--- config.mk ---
export PLATFORM = sky130hd
export DESIGN_NAME = mac_seq_ctrl
export DESIGN_NICKNAME = d
export VERILOG_FILES = /design/src/rtl/mac_ctrl_defs.sv /design/src/rtl/mac_seq_cnt.sv /design/src/rtl/mac_seq_ctrl.sv
export SDC_FILE = /design/constraint.sdc
export NUM_CORES = 1
export LEC_CHECK = 0
export CAP_MARGIN = 30
export CORE_MARGIN = 1.5
export CORE_UTILIZATION = 28
export DETAILED_ROUTE_END_ITERATION = 10
export GPL_ROUTABILITY_DRIVEN = 0
export GPL_TIMING_DRIVEN = 0
export PLACE_DENSITY_LB_ADDON = 0.05
export RECOVER_POWER = 100
export SETUP_SLACK_MARGIN = 0.1
export SYNTH_ARGS = -nofsm -noshare
export SYNTH_HDL_FRONTEND = slang
export SYNTH_SLANG_ARGS = --single-unit
--- constraint.sdc ---
create_clock -name clk -period 2.77 [get_ports clk]
set_clock_uncertainty 0.2 [all_clocks]
set_input_delay 0.277 -clock clk [delete_from_list [all_inputs] [get_ports clk]]
set_output_delay 0.277 -clock clk [all_outputs]
set_load 0.005 [all_outputs]
--- src/rtl/mac_ctrl_defs.sv ---
// ============================================================================
// Module : mac_ctrl_defs (package)
// Brief  : Shared state encoding and default widths for the MAC sequencer.
// Rev    : 1.0  initial release
// ============================================================================
`default_nettype none

package mac_ctrl_defs;

  localparam int unsigned DEF_N  = 16;
  localparam int unsigned DEF_Q  = 12;
  localparam int unsigned DEF_CW = 8;

  localparam logic [1:0] ST_IDLE  = 2'd0;
  localparam logic [1:0] ST_ACC   = 2'd1;
  localparam logic [1:0] ST_DRAIN = 2'd2;
  localparam logic [1:0] ST_HOLD  = 2'd3;

  typedef enum logic [1:0] {
    IDLE  = ST_IDLE,
    ACC   = ST_ACC,
    DRAIN = ST_DRAIN,
    HOLD  = ST_HOLD
  } state_e;

endpackage

`default_nettype wire

--- src/rtl/mac_seq_cnt.sv ---
// ============================================================================
// Module : mac_seq_cnt
// Brief  : Element counter with clear/increment and a terminal-count flag.
// Rev    : 1.0  initial release
// ============================================================================
`default_nettype none

module mac_seq_cnt
  import mac_ctrl_defs::*;
#(
  parameter int CW = DEF_CW
) (
  input  logic          clk,
  input  logic          sclr,
  input  logic          clr,
  input  logic          inc,
  input  logic [CW-1:0] len,
  output logic          tc
);

  logic [CW-1:0] count_q;
  logic [CW-1:0] count_d;

  always_comb begin
    count_d = count_q;
    if (clr) begin
      count_d = '0;
    end else if (inc) begin
      count_d = count_q + CW'(1);
    end
  end

  always_ff @(posedge clk) begin
    if (sclr) begin
      count_q <= '0;
    end else begin
      count_q <= count_d;
    end
  end

  // Only meaningful for len != 0; the controller never counts a zero-length run.
  assign tc = (count_q == (len - CW'(1)));

endmodule

`default_nettype wire

--- src/rtl/mac_seq_ctrl.sv ---
// ============================================================================
// Module : mac_seq_ctrl
// Brief  : Sequences a shared MAC through a K-element dot product and returns
//          the accumulation on a valid/ready port. Optional macro RELU_EN
//          clamps negative results to zero.
// Rev    : 1.0  initial release
// ============================================================================
`default_nettype none

module mac_seq_ctrl
  import mac_ctrl_defs::*;
#(
  parameter int N  = DEF_N,
  parameter int Q  = DEF_Q,
  parameter int CW = DEF_CW
) (
  input  logic          clk,
  input  logic          sclr,
  input  logic          start,
  input  logic [CW-1:0] len,
  output logic          busy,
  input  logic          in_valid,
  output logic          in_ready,
  input  logic [N-1:0]  in_a,
  input  logic [N-1:0]  in_b,
  output logic          mac_ce,
  output logic          mac_sclr,
  output logic [N-1:0]  mac_a,
  output logic [N-1:0]  mac_b,
  output logic [N-1:0]  mac_c,
  input  logic [N-1:0]  mac_p,
  output logic          out_valid,
  input  logic          out_ready,
  output logic [N-1:0]  out_data,
  output logic          done
);

  if (Q >= N) begin : g_q_check
    $error("mac_seq_ctrl: Q must be smaller than N");
  end

  state_e        state_q, state_d;
  logic [CW-1:0] len_q, len_d;
  logic          first_q, first_d;
  logic          out_valid_q, out_valid_d;
  logic [N-1:0]  out_data_q, out_data_d;
  logic          cnt_clr;
  logic          cnt_tc;
  logic          accept;
  logic          handshake;

  function automatic logic [N-1:0] relu_f(input logic [N-1:0] x);
`ifdef RELU_EN
    relu_f = x[N-1] ? '0 : x;
`else
    relu_f = x;
`endif
  endfunction

  assign busy      = (state_q != IDLE);
  assign in_ready  = (state_q == ACC);
  assign accept    = in_valid & in_ready;
  assign handshake = (state_q == HOLD) & out_valid_q & out_ready;
  assign done      = handshake;

  assign mac_sclr  = sclr;
  assign mac_ce    = accept;
  assign mac_a     = in_a;
  assign mac_b     = in_b;
  // First element starts a fresh sum, so stale p never leaks between runs.
  assign mac_c     = first_q ? '0 : mac_p;

  assign out_valid = out_valid_q;
  assign out_data  = out_data_q;

  mac_seq_cnt #(
    .CW (CW)
  ) u_cnt (
    .clk  (clk),
    .sclr (sclr),
    .clr  (cnt_clr),
    .inc  (accept),
    .len  (len_q),
    .tc   (cnt_tc)
  );

  always_comb begin
    state_d     = state_q;
    len_d       = len_q;
    first_d     = first_q;
    out_valid_d = out_valid_q;
    out_data_d  = out_data_q;
    cnt_clr     = 1'b0;

    unique case (state_q)
      IDLE: begin
        if (start) begin
          len_d   = len;
          first_d = 1'b1;
          cnt_clr = 1'b1;
          if (len == '0) begin
            out_data_d  = '0;
            out_valid_d = 1'b1;
            state_d     = HOLD;
          end else begin
            state_d = ACC;
          end
        end
      end
      ACC: begin
        if (accept) begin
          first_d = 1'b0;
          if (cnt_tc) begin
            state_d = DRAIN;
          end
        end
      end
      DRAIN: begin
        out_data_d  = relu_f(mac_p);
        out_valid_d = 1'b1;
        state_d     = HOLD;
      end
      HOLD: begin
        if (handshake) begin
          out_valid_d = 1'b0;
          state_d     = IDLE;
        end
      end
      default: state_d = IDLE;
    endcase
  end

  always_ff @(posedge clk) begin
    if (sclr) begin
      state_q     <= IDLE;
      len_q       <= '0;
      first_q     <= 1'b0;
      out_valid_q <= 1'b0;
      out_data_q  <= '0;
    end else begin
      state_q     <= state_d;
      len_q       <= len_d;
      first_q     <= first_d;
      out_valid_q <= out_valid_d;
      out_data_q  <= out_data_d;
    end
  end

endmodule

`default_nettype wire
# Word level (Yosys, flattened, before mapping)

Index checks and enable logic that the tools add are counted.

Bits in registers: 36
Bits in latches: 0
Memory bits (writable): 0
Memory bits (read-only): 0
Output and inout port bits: 70
Word-level logic and storage cells: 51
Memories kept: 0

Add/subtract/negate cells: 2
Multiply operators: 0
Div/mod/pow operators: 0
Order comparisons: 0
Equal/unequal tests: 9
Shift-type cells: 0
Muxes and demuxes: 19
Bitwise logic cells: 3
Reductions and logical operators: 12

Operators by type and width:

| kind                                                  | count |
|---|---|
| two-way mux 16 bit                                    | 3 |
| case mux 16 bit (2 select lines)                      | 1 |
| two-way mux 2 bit                                     | 5 |
| adder 8 x 1 -> 8 bit, second input constant           | 1 |
| == test 8 bit                                         | 1 |
| logical NOT 8 bit                                     | 1 |
| case mux 2 bit (4 select lines)                       | 1 |
| AND reduction 4 bit                                   | 2 |
| subtractor 8 x 1 -> 8 bit, second input constant      | 1 |
| two-way mux 1 bit                                     | 7 |
| inequality test 2 bit, second input constant          | 3 |
| AND reduction 3 bit                                   | 2 |
| nonzero test 2 bit                                    | 3 |
| == test 2 bit, second input constant                  | 2 |
| inequality test 2 x 1 -> 1 bit, second input constant | 2 |
| bitwise AND 1 bit                                     | 3 |
| case mux 1 bit (3 select lines)                       | 1 |
| nonzero test 3 bit                                    | 1 |
| == test 2 x 1 -> 1 bit, second input constant         | 1 |
| logical NOT 2 bit                                     | 1 |
| case mux 1 bit (2 select lines)                       | 1 |
| AND reduction 2 bit                                   | 1 |
| OR reduction 2 bit                                    | 1 |

# Depth between registers and ports, before layout

Word-level depth: 5
Gate-level depth with buffers: 8

# By module

Synthesis repeated with hierarchy kept, for this count alone.

Cell total of the unflattened synthesis: 267
Area, all modules: 2197.1 um^2

Modules (own cells, without submodules):

| module       | instances | cells an instance | area each (um^2) | seq. area each (um^2) |
|---|---|---|---|---|
| mac_seq_ctrl | 1         | 196               | 1609.0           | 560.5 |
| mac_seq_cnt  | 1         | 71                | 588.1            | 160.2 |

# Worst setup path after synthesis

No wires, ideal clock.

Path type: reg2reg
Start point: reg len_q[0]
End point: reg state_q[0]
Data arrival time: 1.597 ns
Path slack: 0.851 ns
Stages on the path, launching flop included: 9
Period minus slack after synthesis: 1.919 ns
Cells stage by stage: dfxtp_1 -> inv_1 -> ha_1 -> o21ba_1 -> a221oi_2 -> a41oi_1 -> nor4_2 -> a21oi_2 -> mux2i_1

Word-level cells in the longest chain between the ends: 4

Ends and longest elaborated chain:

| element                                  | line                | text |
|---|---|---|
| start: declaration                       | mac_seq_ctrl.sv:43  | `logic [CW-1:0] len_q, len_d;` |
| start signal: assignment                 | mac_seq_ctrl.sv:142 | `len_q <= len_d;` |
| subtractor 8 x 1 -> 8 bit                | mac_seq_cnt.sv:42   | `assign tc = (count_q == (len - CW'(1)));` |
| == test 8 bit                            | mac_seq_cnt.sv:42   |  |
| inequality test 2 x 1 -> 1 bit (no line) | n/a                 |  |
| AND reduction 4 bit (no line)            | n/a                 |  |
| end signal: assignment                   | mac_seq_ctrl.sv:141 | `state_q <= state_d;` |
| end: declaration                         | mac_seq_ctrl.sv:42  | `state_e state_q, state_d;` |

Every way passes these cells.
A chain may end at the register's enable or synchronous reset.

# Final worst setup path

Start point: reg state_q[1]
End point: out mac_ce

Word-level cells in the longest chain between the ends: 2

Ends and longest elaborated chain:

| element                | line               | text |
|---|---|---|
| == test 2 x 1 -> 1 bit | mac_seq_ctrl.sv:61 | `assign in_ready = (state_q == ACC);` |
| bitwise AND 1 bit      | mac_seq_ctrl.sv:62 | `assign accept = in_valid & in_ready;` |
| end: declaration       | mac_seq_ctrl.sv:26 | `output logic mac_ce,` |

Every way passes these cells.

==> implementation parameters <==
Parameter                              Value

Floorplanning
  Width of the die    between 80 and 90 um
  Starting Density    about 29%
  Core Box Area    7290 um2
  Ports placed on the boundary    131
  Num rows    31
  Vertical die dimension    roughly 90 um
  Die footprint    8080 um2

Clocking
  Buffers inserted by post-CTS timing repair    0
  Worst-skew pair later-pin latency    0.29 ns
  Clock transition time at the flip-flop clock pins of the worst setup and hold paths    0.08 ns
  Post-CTS resize count    0
  Cell chosen for the clock root    clkbuf_8
  Buffer levels on the longest clock path    2
  TritonCTS clock tree    done
  Clock buffers created by TritonCTS    5
  Count of clock tree sinks    36
  Hold Buf Count CTS    0
  Number of levels in the clock H-tree    2

Place
  Cell Area, Placed    3220 um2
  Estimated wirelength of the detail-placed design    4.52 mm
  Count of buffers from port buffering    98

Timing
  Relative slew slack    69.2%
  Max Transition Viols Final    0
  Max Fclk    0.410 GHz
  Min Tclk post-route    2.44 ns
  Final hold violations    0
  Transition time at the pin with the least slew margin    ~0.46 ns
  Setup violations, final    0
  Post-route setup TNS    0 ns
  Final critical-path share of the clock period    between 80% and 90%
  Setup repair after global routing missed its margin    false

Worst setup path
  Data arrival time of the critical path    slightly below 2 ns
  Length in cells of the worst reg-to-reg path    8
  Launch instance of the worst register-to-register path    state_q[0]
  Gate family responsible for the most delay along the worst path    buffers and inverters
  Slowest cell on the critical path    clkdlybuf4s50_1
  Sequence of cells on the critical path    inv_1 -> ha_1 -> and2_1 -> clkbuf_1 -> clkdlybuf4s50_1
  Delay contributed by the slowest stage of the critical path    around 0.57 ns
  Capturing point of the worst reg2reg path    out_data[5]
  Element type at the critical path start    flop
  Buf/Inv on CP    3
  Required time worst endpoint    2.29 ns
  Setup crit end kind    output pin
  Worst-path maximum fanout    7
  Worst setup slack for register-to-register paths    about 0.39 ns
  Worst Setup Path Type    flop to output pin

Global route
  Number of antenna violations at the first check in global routing    0
  Via count of the first global-routing pass    between 2000 and 2500
  Maximum number of pins on one net before global-route repair    12
  GRT Residual Overflow    0
  Wire length of the first global-routing pass    9.68 mm
  GRT Overall Usage    14.5%

Routing
  Met3 wire length    roughly 420 um
  Via total after detailed routing    2077
  Detailed Routing Iterations Pass 1    4
  Average routed wire per standard cell    12.1 um
  Starting DRC count in detailed routing    38
  ANT nets after route    0
  M1 WL    2.55 mm
  Routed length on met2    about 2.7 mm
  Average via count per standard cell    4.41
  Highest metal layer used by the detailed router    met4
  Post-Route WL    5.72 mm
  Remaining routing DRC violations    0

Synthesis
  EDFF count, synth    0
  Adder-cell area share of the yosys netlist    4.14%
  XOR/XNOR Fraction of Synth Area    6.21%
  Post-synthesis share of cell area spent on and, or, nand and nor gates    between 20% and 30%
  Yosys warning count    0
  Total nets after synthesis    334
  Area of the mapped netlist    ~2100 um2
  Number of synthesized register bits    36
  Fraction of registers with async set/reset    0%
  Average cell area after synthesis    7.95 um2
  Largest family of logic cells by synthesized area    simple AND/OR/NAND/NOR gates
  Leading post-synthesis cells by cell area    dfxtp_1, buf_4, nand2_1
  Compound-Gate Fraction of Synth Area    between 10 and 15%
  Number of library cell types mapped by synthesis    40
  Post-synth top area share    34.1%
  Number of cells produced by synthesis    266
  Library cell with the highest instance count after synthesis    nand2_1
  Cell types with the highest counts after synthesis    nand2_1, dfxtp_1, buf_4, a21oi_1, nand3_1
  Library cell with the largest summed area after synthesis    dfxtp_1
  Share of synthesized area spent on multiplexers    about 1.4%
  Sequential-to-total area share from yosys stat    34.1%
  Most used DFF post-synth    dfxtp_1

Layout
  FF+latch area    721 um2
  Final-stage net count    roughly 440
  Multi-input combinational cell area    1050 um2
  Antenna fix cells    0
  Summed area of non-filler cells in the final layout    ~3300 um2
  Fillcell total    772
  Proportion of layout cells with a drive suffix above 1    13.2%
  Area overhead of the layout relative to synthesis    55.9%

Run status
  Run status    complete, no violations

Flow run
  Max Cap Violations    0

Worst hold path
  Type of the tightest min-delay check    flop to flop
  Critical hold path startpoint    out_data[2]
  Hold Path Sink    out_data[2]
  Instance count along the most critical hold path    2

Power and ir drop
  P_leak    about 1.4 nW
  Peak supply drop    0.000188 V
  Areal power density over the cells    529 nW/um2
tightest hold or removal path, cell delays in order (launching register included):
cell     delay, ns
dfxtp_1       0.31
nand2_1       0.05
a21oi_1       0.05
power breakdown:
group	switching, mW	internal, mW
registers	0.0600	0.561
logic	0.350	0.378
clock network	0.198	0.199
total	0.608	1.14
metrics by stage:
| stage | setup slack (ns) | util (%) | hold slack, ns | instances | total power, mW |
|---|---|---|---|---|---|
| 2_1_floorplan | 0.851 | - | 0.213 | 266 | 1.07 |
| 3_3_place_gp | 0.311 | 44.1 | 0.238 | 463 | 1.42 |
| 3_5_place_dp | 0.336 | 44.1 | 0.245 | 463 | 1.42 |
| 4_1_cts | 0.427 | 45.4 | 0.256 | 471 | 1.83 |
| 5_1_grt | 0.140 | 45.2 | 0.272 | 471 | 1.88 |
| 6_report | 0.329 | 45.2 | 0.250 | 471 | 1.74 |
flip-flops by register name, indices dropped and copies added (netlist names):
register and count:
first_q 1, out_valid 1, u_cnt.count_q 8, len_q 8
out_data 16, state_q 2
placed cells by master (no fill, tap or decap), types with 2 or more instances in the layout:
| master | instances |
|---|---|
| a21oi_1 | 29 |
| dfxtp_1 | 36 |
| buf_4 | 34 |
| nand3_1 | 18 |
| clkdlybuf4s50_1 | 28 |
| xnor2_1 | 6 |
| clkbuf_1 | 10 |
| o21ai_0 | 3 |
| inv_1 | 5 |
| and3_1 | 2 |
| xor2_1 | 9 |
| or3_1 | 2 |
| nor2b_1 | 16 |
| nand2b_1 | 4 |
| and2_1 | 3 |
| nor2_1 | 10 |
| nor3_1 | 3 |
| nand4_1 | 3 |
| nand2_1 | 42 |
| nor4_1 | 4 |
| clkinv_2 | 2 |
| mux2i_1 | 3 |
| dlygate4sd3_1 | 70 |
| clkbuf_8 | 6 |
| ha_1 | 7 |
per-layer routing:
layer	vias up	GRT usage, %
met2	64	23.7
met4	0	4.37
met1	940	17.8
met3	5	5.25
li1	1068	-
met5	-	0
area by class of cell:
cell class | count | area share, %
plain buffers | 46 | 9.37
clock buffers | 6 | 2.50
clock inverters | 2 | 0.304
inverters | 6 | 0.683
multi-input cells | 178 | 31.8
flip-flops and latches | 36 | 21.9
well taps | 99 | 3.76
repair buffers | 98 | 29.8
cells by family (layout without fill, tap and decap cells):
kind of cell	after synthesis	after routing
AO/OA/AOI/OAI	45	45
XOR/XNOR	15	15
adder cells (fa/ha/maj)	7	7
buffers and inverters	52	158
flip-flops	36	36
multiplexers	3	3
AND/OR/NAND/NOR	108	108
worst max-delay path by stage:
| stage | startpoint | depth (start not counted) | endpoint | slack, ns |
|---|---|---|---|---|
| global route | first_q | 3 | mac_c[8] | 0.14 |
| finish | state_q[1] | 5 | mac_ce | 0.33 |
| detailed placement | len[2] | 7 | out_data[15] | 0.34 |
| floorplan | len_q[0] | 8 | state_q[0] | 0.85 |
| CTS | first_q | 3 | mac_c[8] | 0.43 |
| global placement | len[2] | 7 | out_data[3] | 0.31 |
No activity file was read; power rests on OpenSTA's default activity.
